<file path="src/rtl/jtsdram_pkg.sv">
// Shared types and constants for the SDRAM bank-check scheduler and its helpers.
package jtsdram_pkg;

    localparam int unsigned PCW        = 8;
    localparam int unsigned SETTLE_CYC = 2;

    typedef enum logic [2:0] {
        ST_IDLE   = 3'd0,
        ST_ARM    = 3'd1,
        ST_START  = 3'd2,
        ST_SETTLE = 3'd3,
        ST_WAIT   = 3'd4,
        ST_CHECK  = 3'd5,
        ST_END    = 3'd6
    } state_t;

    // Pass counter increment that sticks at all-ones.
    function automatic logic [PCW-1:0] sat_inc(input logic [PCW-1:0] v);
        return (&v) ? v : v + PCW'(1);
    endfunction

endpackage

</file>
<file path="src/rtl/jtsdram_bank_sched_if.sv">
// Control/status and checker-array signals of the bank pass scheduler.
interface jtsdram_bank_sched_if
    import jtsdram_pkg::*;
#(
    parameter int unsigned BANKS = 4
) ();

    logic             go;
    logic             stop;
    logic             LVBL;
    logic [BANKS-1:0] en_mask;
    logic [BANKS-1:0] bank_done;
    logic [BANKS-1:0] bank_bad;
    logic [BANKS-1:0] bank_start;
    logic             slow;
    logic             busy;
    logic [PCW-1:0]   pass_cnt;
    logic [BANKS-1:0] bad_mask;
    logic             timeout;
    logic             finished;

    modport master (
        output go, stop, LVBL, en_mask, bank_done, bank_bad,
        input  bank_start, slow, busy, pass_cnt, bad_mask, timeout, finished
    );

    modport slave (
        input  go, stop, LVBL, en_mask, bank_done, bank_bad,
        output bank_start, slow, busy, pass_cnt, bad_mask, timeout, finished
    );

endinterface

</file>
<file path="src/rtl/jtsdram_wdog.sv">
// Clearable free-running watchdog counter; term_c is high while the count is all-ones.
module jtsdram_wdog #(
    parameter int unsigned W = 24
) (
    input  logic clk,
    input  logic rst_n,
    input  logic clr,
    input  logic en,
    output logic term_c
);

    logic [W-1:0] cnt;

    always_ff @(posedge clk or negedge rst_n) begin
        if (!rst_n)   cnt <= '0;
        else if (clr) cnt <= '0;
        else if (en)  cnt <= cnt + W'(1);
    end

    assign term_c = &cnt;

endmodule

</file>
<file path="src/rtl/jtsdram_bank_sched.sv">
// Pass scheduler for the SDRAM bank checkers: start pulses, fast/slow alternation, done/bad/timeout collection.
// Build option JTSDRAM_SCHED_VBL_EN: each pass starts on an LVBL falling edge instead of straight after ARM.
module jtsdram_bank_sched
    import jtsdram_pkg::*;
#(
    parameter int unsigned BANKS  = 4,
    parameter int unsigned PASSES = 8,
    parameter int unsigned TOW    = 24
) (
    input logic                 clk,
    input logic                 rst_n,
    jtsdram_bank_sched_if.slave bus
);

    localparam int unsigned SCW = 2;

    state_t           state;
    logic [BANKS-1:0] mask;
    logic             go_q;
    logic [SCW-1:0]   settle_cnt;
    logic             wd_term_c;
    logic             wd_clr_c;
    logic             wd_en_c;
    logic             go_rise_c;
    logic             all_done_c;
    logic             arm_go_c;
    logic             done_run_c;
    logic [PCW-1:0]   pass_nxt_c;

    assign go_rise_c  = bus.go & ~go_q;
    // Disabled banks count as done.
    assign all_done_c = &(bus.bank_done | ~mask);
    assign pass_nxt_c = sat_inc(bus.pass_cnt);
    assign done_run_c = bus.stop || ((PASSES != 0) && (pass_nxt_c == PCW'(PASSES)));
    assign wd_clr_c   = (state == ST_START);
    assign wd_en_c    = (state == ST_WAIT);

`ifdef JTSDRAM_SCHED_VBL_EN
    logic lvbl_q;

    always_ff @(posedge clk or negedge rst_n) begin
        if (!rst_n) lvbl_q <= 1'b1;
        else        lvbl_q <= bus.LVBL;
    end

    assign arm_go_c = lvbl_q & ~bus.LVBL;
`else
    logic unused_lvbl;

    assign unused_lvbl = bus.LVBL;
    assign arm_go_c    = 1'b1;
`endif

    jtsdram_wdog #(.W(TOW)) u_wdog (
        .clk    (clk),
        .rst_n  (rst_n),
        .clr    (wd_clr_c),
        .en     (wd_en_c),
        .term_c (wd_term_c)
    );

    always_ff @(posedge clk or negedge rst_n) begin
        if (!rst_n) begin
            state          <= ST_IDLE;
            mask           <= '0;
            go_q           <= 1'b0;
            settle_cnt     <= '0;
            bus.bank_start <= '0;
            bus.slow       <= 1'b0;
            bus.busy       <= 1'b0;
            bus.pass_cnt   <= '0;
            bus.bad_mask   <= '0;
            bus.timeout    <= 1'b0;
            bus.finished   <= 1'b0;
        end else begin
            go_q           <= bus.go;
            bus.bank_start <= '0;
            case (state)
                ST_IDLE: begin
                    if (go_rise_c) begin
                        mask         <= bus.en_mask;
                        bus.bad_mask <= '0;
                        bus.pass_cnt <= '0;
                        bus.timeout  <= 1'b0;
                        bus.finished <= 1'b0;
                        bus.slow     <= 1'b0;
                        bus.busy     <= 1'b1;
                        state        <= (bus.en_mask == '0) ? ST_END : ST_ARM;
                    end
                end
                ST_ARM: begin
                    if (arm_go_c) state <= ST_START;
                end
                ST_START: begin
                    bus.bank_start <= mask;
                    settle_cnt     <= '0;
                    state          <= ST_SETTLE;
                end
                // Give checkers time to drop the previous pass's done.
                ST_SETTLE: begin
                    if (settle_cnt == SCW'(SETTLE_CYC - 1)) state <= ST_WAIT;
                    else                                     settle_cnt <= settle_cnt + SCW'(1);
                end
                // Done takes priority over a watchdog expiry in the same cycle.
                ST_WAIT: begin
                    if (all_done_c) begin
                        state <= ST_CHECK;
                    end else if (wd_term_c) begin
                        bus.timeout  <= 1'b1;
                        bus.bad_mask <= bus.bad_mask | (mask & ~bus.bank_done);
                        state        <= ST_CHECK;
                    end
                end
                ST_CHECK: begin
                    bus.bad_mask <= bus.bad_mask | (bus.bank_bad & mask);
                    bus.pass_cnt <= pass_nxt_c;
                    bus.slow     <= ~bus.slow;
                    state        <= done_run_c ? ST_END : ST_ARM;
                end
                ST_END: begin
                    bus.busy     <= 1'b0;
                    bus.finished <= 1'b1;
                    state        <= ST_IDLE;
                end
                default: state <= ST_IDLE;
            endcase
        end
    end

endmodule

</file>
<file path="src/flat_wrapper.sv">
// flat-port wrapper written by rule: the top's interface ports become plain ports
module jtsdram_bank_sched_flat import jtsdram_pkg::*;
#(
    parameter int unsigned BANKS  = 4,
    parameter int unsigned PASSES = 8,
    parameter int unsigned TOW    = 24
)
  (clk, rst_n, bus_go, bus_stop, bus_LVBL, bus_en_mask, bus_bank_done, bus_bank_bad, bus_bank_start, bus_slow, bus_busy, bus_pass_cnt, bus_bad_mask, bus_timeout, bus_finished);
  jtsdram_bank_sched_if #(.BANKS(BANKS)) bus_i ();
  input logic clk;
  input logic rst_n;
  input wire logic [$bits(bus_i.go)-1:0] bus_go;
  input wire logic [$bits(bus_i.stop)-1:0] bus_stop;
  input wire logic [$bits(bus_i.LVBL)-1:0] bus_LVBL;
  input wire logic [$bits(bus_i.en_mask)-1:0] bus_en_mask;
  input wire logic [$bits(bus_i.bank_done)-1:0] bus_bank_done;
  input wire logic [$bits(bus_i.bank_bad)-1:0] bus_bank_bad;
  output wire logic [$bits(bus_i.bank_start)-1:0] bus_bank_start;
  output wire logic [$bits(bus_i.slow)-1:0] bus_slow;
  output wire logic [$bits(bus_i.busy)-1:0] bus_busy;
  output wire logic [$bits(bus_i.pass_cnt)-1:0] bus_pass_cnt;
  output wire logic [$bits(bus_i.bad_mask)-1:0] bus_bad_mask;
  output wire logic [$bits(bus_i.timeout)-1:0] bus_timeout;
  output wire logic [$bits(bus_i.finished)-1:0] bus_finished;
  assign bus_i.go = bus_go;
  assign bus_i.stop = bus_stop;
  assign bus_i.LVBL = bus_LVBL;
  assign bus_i.en_mask = bus_en_mask;
  assign bus_i.bank_done = bus_bank_done;
  assign bus_i.bank_bad = bus_bank_bad;
  assign bus_bank_start = bus_i.bank_start;
  assign bus_slow = bus_i.slow;
  assign bus_busy = bus_i.busy;
  assign bus_pass_cnt = bus_i.pass_cnt;
  assign bus_bad_mask = bus_i.bad_mask;
  assign bus_timeout = bus_i.timeout;
  assign bus_finished = bus_i.finished;
  jtsdram_bank_sched #(.BANKS(BANKS), .PASSES(PASSES), .TOW(TOW)) u_core (.clk(clk), .rst_n(rst_n), .bus(bus_i));
endmodule
</file>
<file path="config.mk">
export PLATFORM = sky130hd
export DESIGN_NAME = jtsdram_bank_sched_flat
export DESIGN_NICKNAME = d
export VERILOG_FILES = /design/src/rtl/jtsdram_pkg.sv /design/src/rtl/jtsdram_bank_sched_if.sv /design/src/rtl/jtsdram_wdog.sv /design/src/rtl/jtsdram_bank_sched.sv /design/src/flat_wrapper.sv
export SDC_FILE = /design/constraint.sdc
export NUM_CORES = 1
export LEC_CHECK = 0
export ABC_AREA = 1
export BUFFER_PORTS_ARGS = -buffer_cell sky130_fd_sc_hd__clkbuf_2
export CORE_MARGIN = 2
export CORE_UTILIZATION = 45
export CTS_CLUSTER_SIZE = 12
export DETAILED_ROUTE_END_ITERATION = 8
export GPL_TIMING_DRIVEN = 1
export PLACE_DENSITY_LB_ADDON = 0.08
export SYNTH_ARGS = -nofsm -noshare
export SYNTH_HDL_FRONTEND = slang
export SYNTH_HIERARCHICAL = 1
export SYNTH_SLANG_ARGS = --single-unit
</file>
<file path="constraint.sdc">
create_clock -name clk -period 3.3 [get_ports clk]
set_input_delay 0.825 -clock clk [delete_from_list [all_inputs] [get_ports clk]]
set_output_delay 0.825 -clock clk [all_outputs]
set_load 0.05 [all_outputs]
</file>
==> run_summary.xml <==
<?xml version="1.0" encoding="UTF-8"?>
<metrics>
  <group name="routing">
    <metric name="drt_iter0_markers" unit="">105</metric>
    <metric name="vias" unit="">2739</metric>
    <metric name="route.antenna.remaining_nets" unit="">0</metric>
    <metric name="route.final.wire_length" unit="um">6585</metric>
    <metric name="drt-vias-per-instance" unit="">5.026</metric>
    <metric name="drc" unit="">0</metric>
    <metric name="avgRoutedWirePerCell" unit="um">12.08</metric>
    <metric name="drtPass1Iterations" unit="">4</metric>
  </group>
  <group name="synthesis">
    <metric name="top_ff_cell_synth" unit="">dfrtp_1</metric>
    <metric name="syn_nets" unit="">444</metric>
    <metric name="avgSynthCellArea" unit="um2">7.392</metric>
    <metric name="syn_area" unit="um2">3134</metric>
    <metric name="synthDistinctLibCells" unit="">32</metric>
    <metric name="synth_edf_count" unit="">0</metric>
    <metric name="yosysWarnings" unit="">6</metric>
    <metric name="synth_seq_area_share" unit="%">43.11</metric>
    <metric name="synth_cells" unit="">424</metric>
    <metric name="postSynthRegisterBits" unit="">54</metric>
    <metric name="synth_async_sr_flop_share" unit="%">100.0</metric>
  </group>
  <group name="sta">
    <metric name="fmaxAchievable" unit="GHz">0.4575</metric>
    <metric name="period_needed" unit="ns">2.186</metric>
    <metric name="setup-tns-final" unit="ns">0</metric>
    <metric name="setup-violations-final" unit="">0</metric>
    <metric name="final-hold-violation-count" unit="">0</metric>
    <metric name="relSlewSlack" unit="%">45.00</metric>
    <metric name="fin_worst_hold_slack" unit="ns">0.2790</metric>
    <metric name="timing.final.crit_share" unit="%">66.23</metric>
    <metric name="finalMaxSlewViolations" unit="">0</metric>
    <metric name="setup_skew_after_layout" unit="ns">0.01010</metric>
    <metric name="rsz0062_at_grt" unit="">no</metric>
    <metric name="worst-slew-pin-transition" unit="ns">0.8186</metric>
  </group>
  <group name="setup_path">
    <metric name="crit_path_cell_trace" unit="">inv_1, nor3_1, inv_1, nand3_1, o21ai_0</metric>
    <metric name="most_frequent_cell_on_critical_path" unit="">inv_1</metric>
    <metric name="cp-endpoint" unit="">u_core/u_wdog/cnt[1]</metric>
    <metric name="crit-reg2reg-capture" unit="">u_core/u_wdog/cnt[1]</metric>
    <metric name="flop2flop_setup_slack" unit="ns">1.11</metric>
    <metric name="critical_path_depth" unit="">5</metric>
    <metric name="timing.critical_path.from" unit="">u_core/state[1]</metric>
    <metric name="end_kind" unit="">register</metric>
    <metric name="worstPathBufferInverterCount" unit="">2</metric>
    <metric name="arrival_time_at_the_worst_endpoint" unit="ns">2.38</metric>
    <metric name="worstSetupPathType" unit="">reg -&gt; reg</metric>
    <metric name="reg2regPathDepth" unit="">5</metric>
    <metric name="worst-path-max-fanout" unit="">23</metric>
    <metric name="cpLargestDelayFamily" unit="">simple AND/OR/NAND/NOR gates</metric>
    <metric name="worst_ep_required_time" unit="ns">3.49</metric>
    <metric name="rr_startpoint" unit="">u_core/state[1]</metric>
    <metric name="max_stage_delay" unit="ns">0.64</metric>
    <metric name="critical-path-slowest-cell" unit="">nor3_1</metric>
    <metric name="worst_setup_path_start_kind" unit="">register</metric>
  </group>
  <group name="placed_design">
    <metric name="global_placement_routability_congestion" unit="">0.7860</metric>
    <metric name="place_hpwl" unit="um">4980</metric>
    <metric name="numPortBuffers" unit="">35</metric>
    <metric name="placed_cells" unit="">537</metric>
  </group>
  <group name="clock_tree">
    <metric name="cts-root-buf" unit="">clkbuf_8</metric>
    <metric name="post_cts_resize_count" unit="">0</metric>
    <metric name="clk_latency" unit="ns">0.31</metric>
    <metric name="cts_buffers" unit="">5</metric>
    <metric name="cts_hold_buf" unit="">0</metric>
    <metric name="cts_buffer_depth" unit="">2</metric>
    <metric name="clkSinkCount" unit="">54</metric>
    <metric name="worst_setup_hold_path_clk_slew" unit="ns">0.10</metric>
    <metric name="post_cts.repair.setup_buffers" unit="">0</metric>
    <metric name="h-tree-depth" unit="">2</metric>
    <metric name="cts_tree" unit="">done</metric>
  </group>
  <group name="run_status">
    <metric name="outcome" unit="">finished clean</metric>
  </group>
  <group name="grt">
    <metric name="first_global_vias" unit="">2534</metric>
    <metric name="grt_antenna_before_repair" unit="">0</metric>
    <metric name="grt_start_max_net_pins" unit="">28</metric>
    <metric name="grt_overflow_total" unit="">0</metric>
    <metric name="globalRouteTotalUtil" unit="%">18.58</metric>
    <metric name="first_pass_grt_wire_length" unit="um">11340</metric>
  </group>
  <group name="cells_and_area">
    <metric name="layout_commonest_cell" unit="">nand2_1</metric>
    <metric name="multi_input_comb_area" unit="um2">1506</metric>
    <metric name="nets" unit="">484</metric>
    <metric name="final-instance-count-excl-fill" unit="">545</metric>
    <metric name="layout_common_cells" unit="">nand2_1, nor2_1, inv_1, dfrtp_1, clkbuf_2</metric>
    <metric name="layout-drive-gt1-share" unit="%">16.34</metric>
    <metric name="areaGrowthSynthToFinish" unit="%">10.94</metric>
    <metric name="n_fill_cell" unit="">682</metric>
    <metric name="sequential_cell_area" unit="um2">1351</metric>
    <metric name="number_of_antenna_repair_diodes" unit="">0</metric>
  </group>
  <group name="power">
    <metric name="power.share.clock" unit="%">14.7</metric>
    <metric name="p_sw_share" unit="%">48.93</metric>
    <metric name="vdd_drop_max" unit="mV">0.2913</metric>
    <metric name="switching_power" unit="uW">1228</metric>
    <metric name="power.density" unit="nW/um2">721.6</metric>
    <metric name="combPwrFrac" unit="%">47.5</metric>
    <metric name="leakagePower" unit="uW">0.001799</metric>
    <metric name="power.sequential.fraction" unit="%">37.7</metric>
    <metric name="internal_dissipation" unit="uW">1281</metric>
  </group>
  <group name="die">
    <metric name="total_die_area" unit="um2">7648</metric>
    <metric name="placement_rows" unit="">30</metric>
    <metric name="die_width" unit="um">87.46</metric>
    <metric name="initial_utilization" unit="%">46.39</metric>
    <metric name="fp.coreArea" unit="um2">6756</metric>
    <metric name="design.portCount" unit="">37</metric>
    <metric name="floorplan.die.height" unit="um">87.46</metric>
  </group>
  <group name="hold_path">
    <metric name="timing.hold.worst.class" unit="">in -&gt; async</metric>
  </group>
  <group name="job">
    <metric name="max_cap_viol_count" unit="">0</metric>
  </group>
</metrics>
==> cell usage after synthesis (4+ instances only) <==
cell type,instances,share of area (%)
nand2_1,119,14
a21oi_1,12,1.9
nor2_2,5,1.0
nand3_1,22,3.5
nor3_1,7,1.1
nand3_2,6,1.9
inv_1,60,7.2
nand4_1,6,1.2
nor3b_1,4,0.96
o21a_1,4,0.96
o211ai_2,4,1.6
nor2_4,5,1.8
dfrtp_1,54,43
o22ai_1,5,1.0
nor2_1,62,7.4
o21ai_0,23,3.7
==> worst register-to-register path, stage by stage (launching register included) <==
cell	delay, ns
dfrtp_1	0.44
inv_1	0.11
nor3_1	0.64
inv_1	0.59
nand3_1	0.19
o21ai_0	0.10
==> metal layers <==
metal | up-vias | GRT usage [%] | wire length, um
met4 | 0 | 4.615 | 64
met2 | 40 | 32.85 | 3158
met3 | 5 | 3.128 | 229
li1 | 1420 | - | -
met1 | 1274 | 23.49 | 3132
met5 | - | 0 | 0
==> registers in the layout, indices dropped and copies added (netlist names) <==
| signal | flops |
|---|---|
| u_core/settle_cnt | 2 |
| u_core/bus.slow | 1 |
| u_core/bus.busy | 1 |
| u_core/mask | 4 |
| u_core/bus.pass_cnt | 8 |
| u_core/go_q | 1 |
| u_core/u_wdog/cnt | 24 |
| u_core/bus.bad_mask | 4 |
| u_core/bus.timeout | 1 |
| u_core/state | 3 |
| u_core/bus.finished | 1 |
| u_core/bus.bank_start | 4 |
==> power groups by stage <==
stage	Clock [uW]	Combinational [uW]	Sequential (uW)
2_1_floorplan	0	609	1280
3_5_place_dp	0	1190	960
5_1_grt	415	1320	975
4_1_cts	392	1200	946
3_3_place_gp	0	1180	957
6_report	369	1190	947
==> worst min-delay path by stage <==
stage / start / end / slack, ns / depth (start not counted)
after floorplan: u_core/settle_cnt[0] / u_core/settle_cnt[0] / 0.45 / 1
after global placement: u_core/bus.finished / u_core/bus.finished / 0.45 / 2
after detailed placement: u_core/bus.finished / u_core/bus.finished / 0.46 / 2
after CTS: rst_n / u_core/bus.bad_mask[2] / 0.27 / 1
after global routing: rst_n / u_core/bus.bad_mask[2] / 0.26 / 1
final: rst_n / u_core/bus.bad_mask[2] / 0.28 / 1
==> through the flow <==
step / instance area (um2) / setup WS (ns) / utilization [%] / power, uW
floorplan: 3134 / 1.378 / - / 1892
global placement: 3391 / 1.117 / 50.19 / 2136
detailed placement: 3391 / 1.112 / 50.19 / 2154
CTS: 3477 / 1.085 / 51.46 / 2536
global route: 3477 / 0.8721 / 51.46 / 2709
finish: 3477 / 1.114 / 51.46 / 2509
==> layout make-up <==
cell class	count	area share [%]
repair buffers	37	5.470
flip-flops and latches	54	38.86
inverters	64	6.981
clock inverters	2	0.3958
multi-input cells	302	43.32
clock buffers	6	2.087
well taps	80	2.879
==> cells by family (layout without fill, tap and decap cells) <==
logic type      Yosys count  in the layout  share of synthesized area, %
flops                    54             54                         43.11
simple gates            244            244                         36.21
compound gates           53             53                         10.10
xor+xnor                  2              2                        0.5590
buf+inv                  68            109                         8.822
fa+ha+maj                 3              3                         1.198
(Power assumes the default switching activity.)
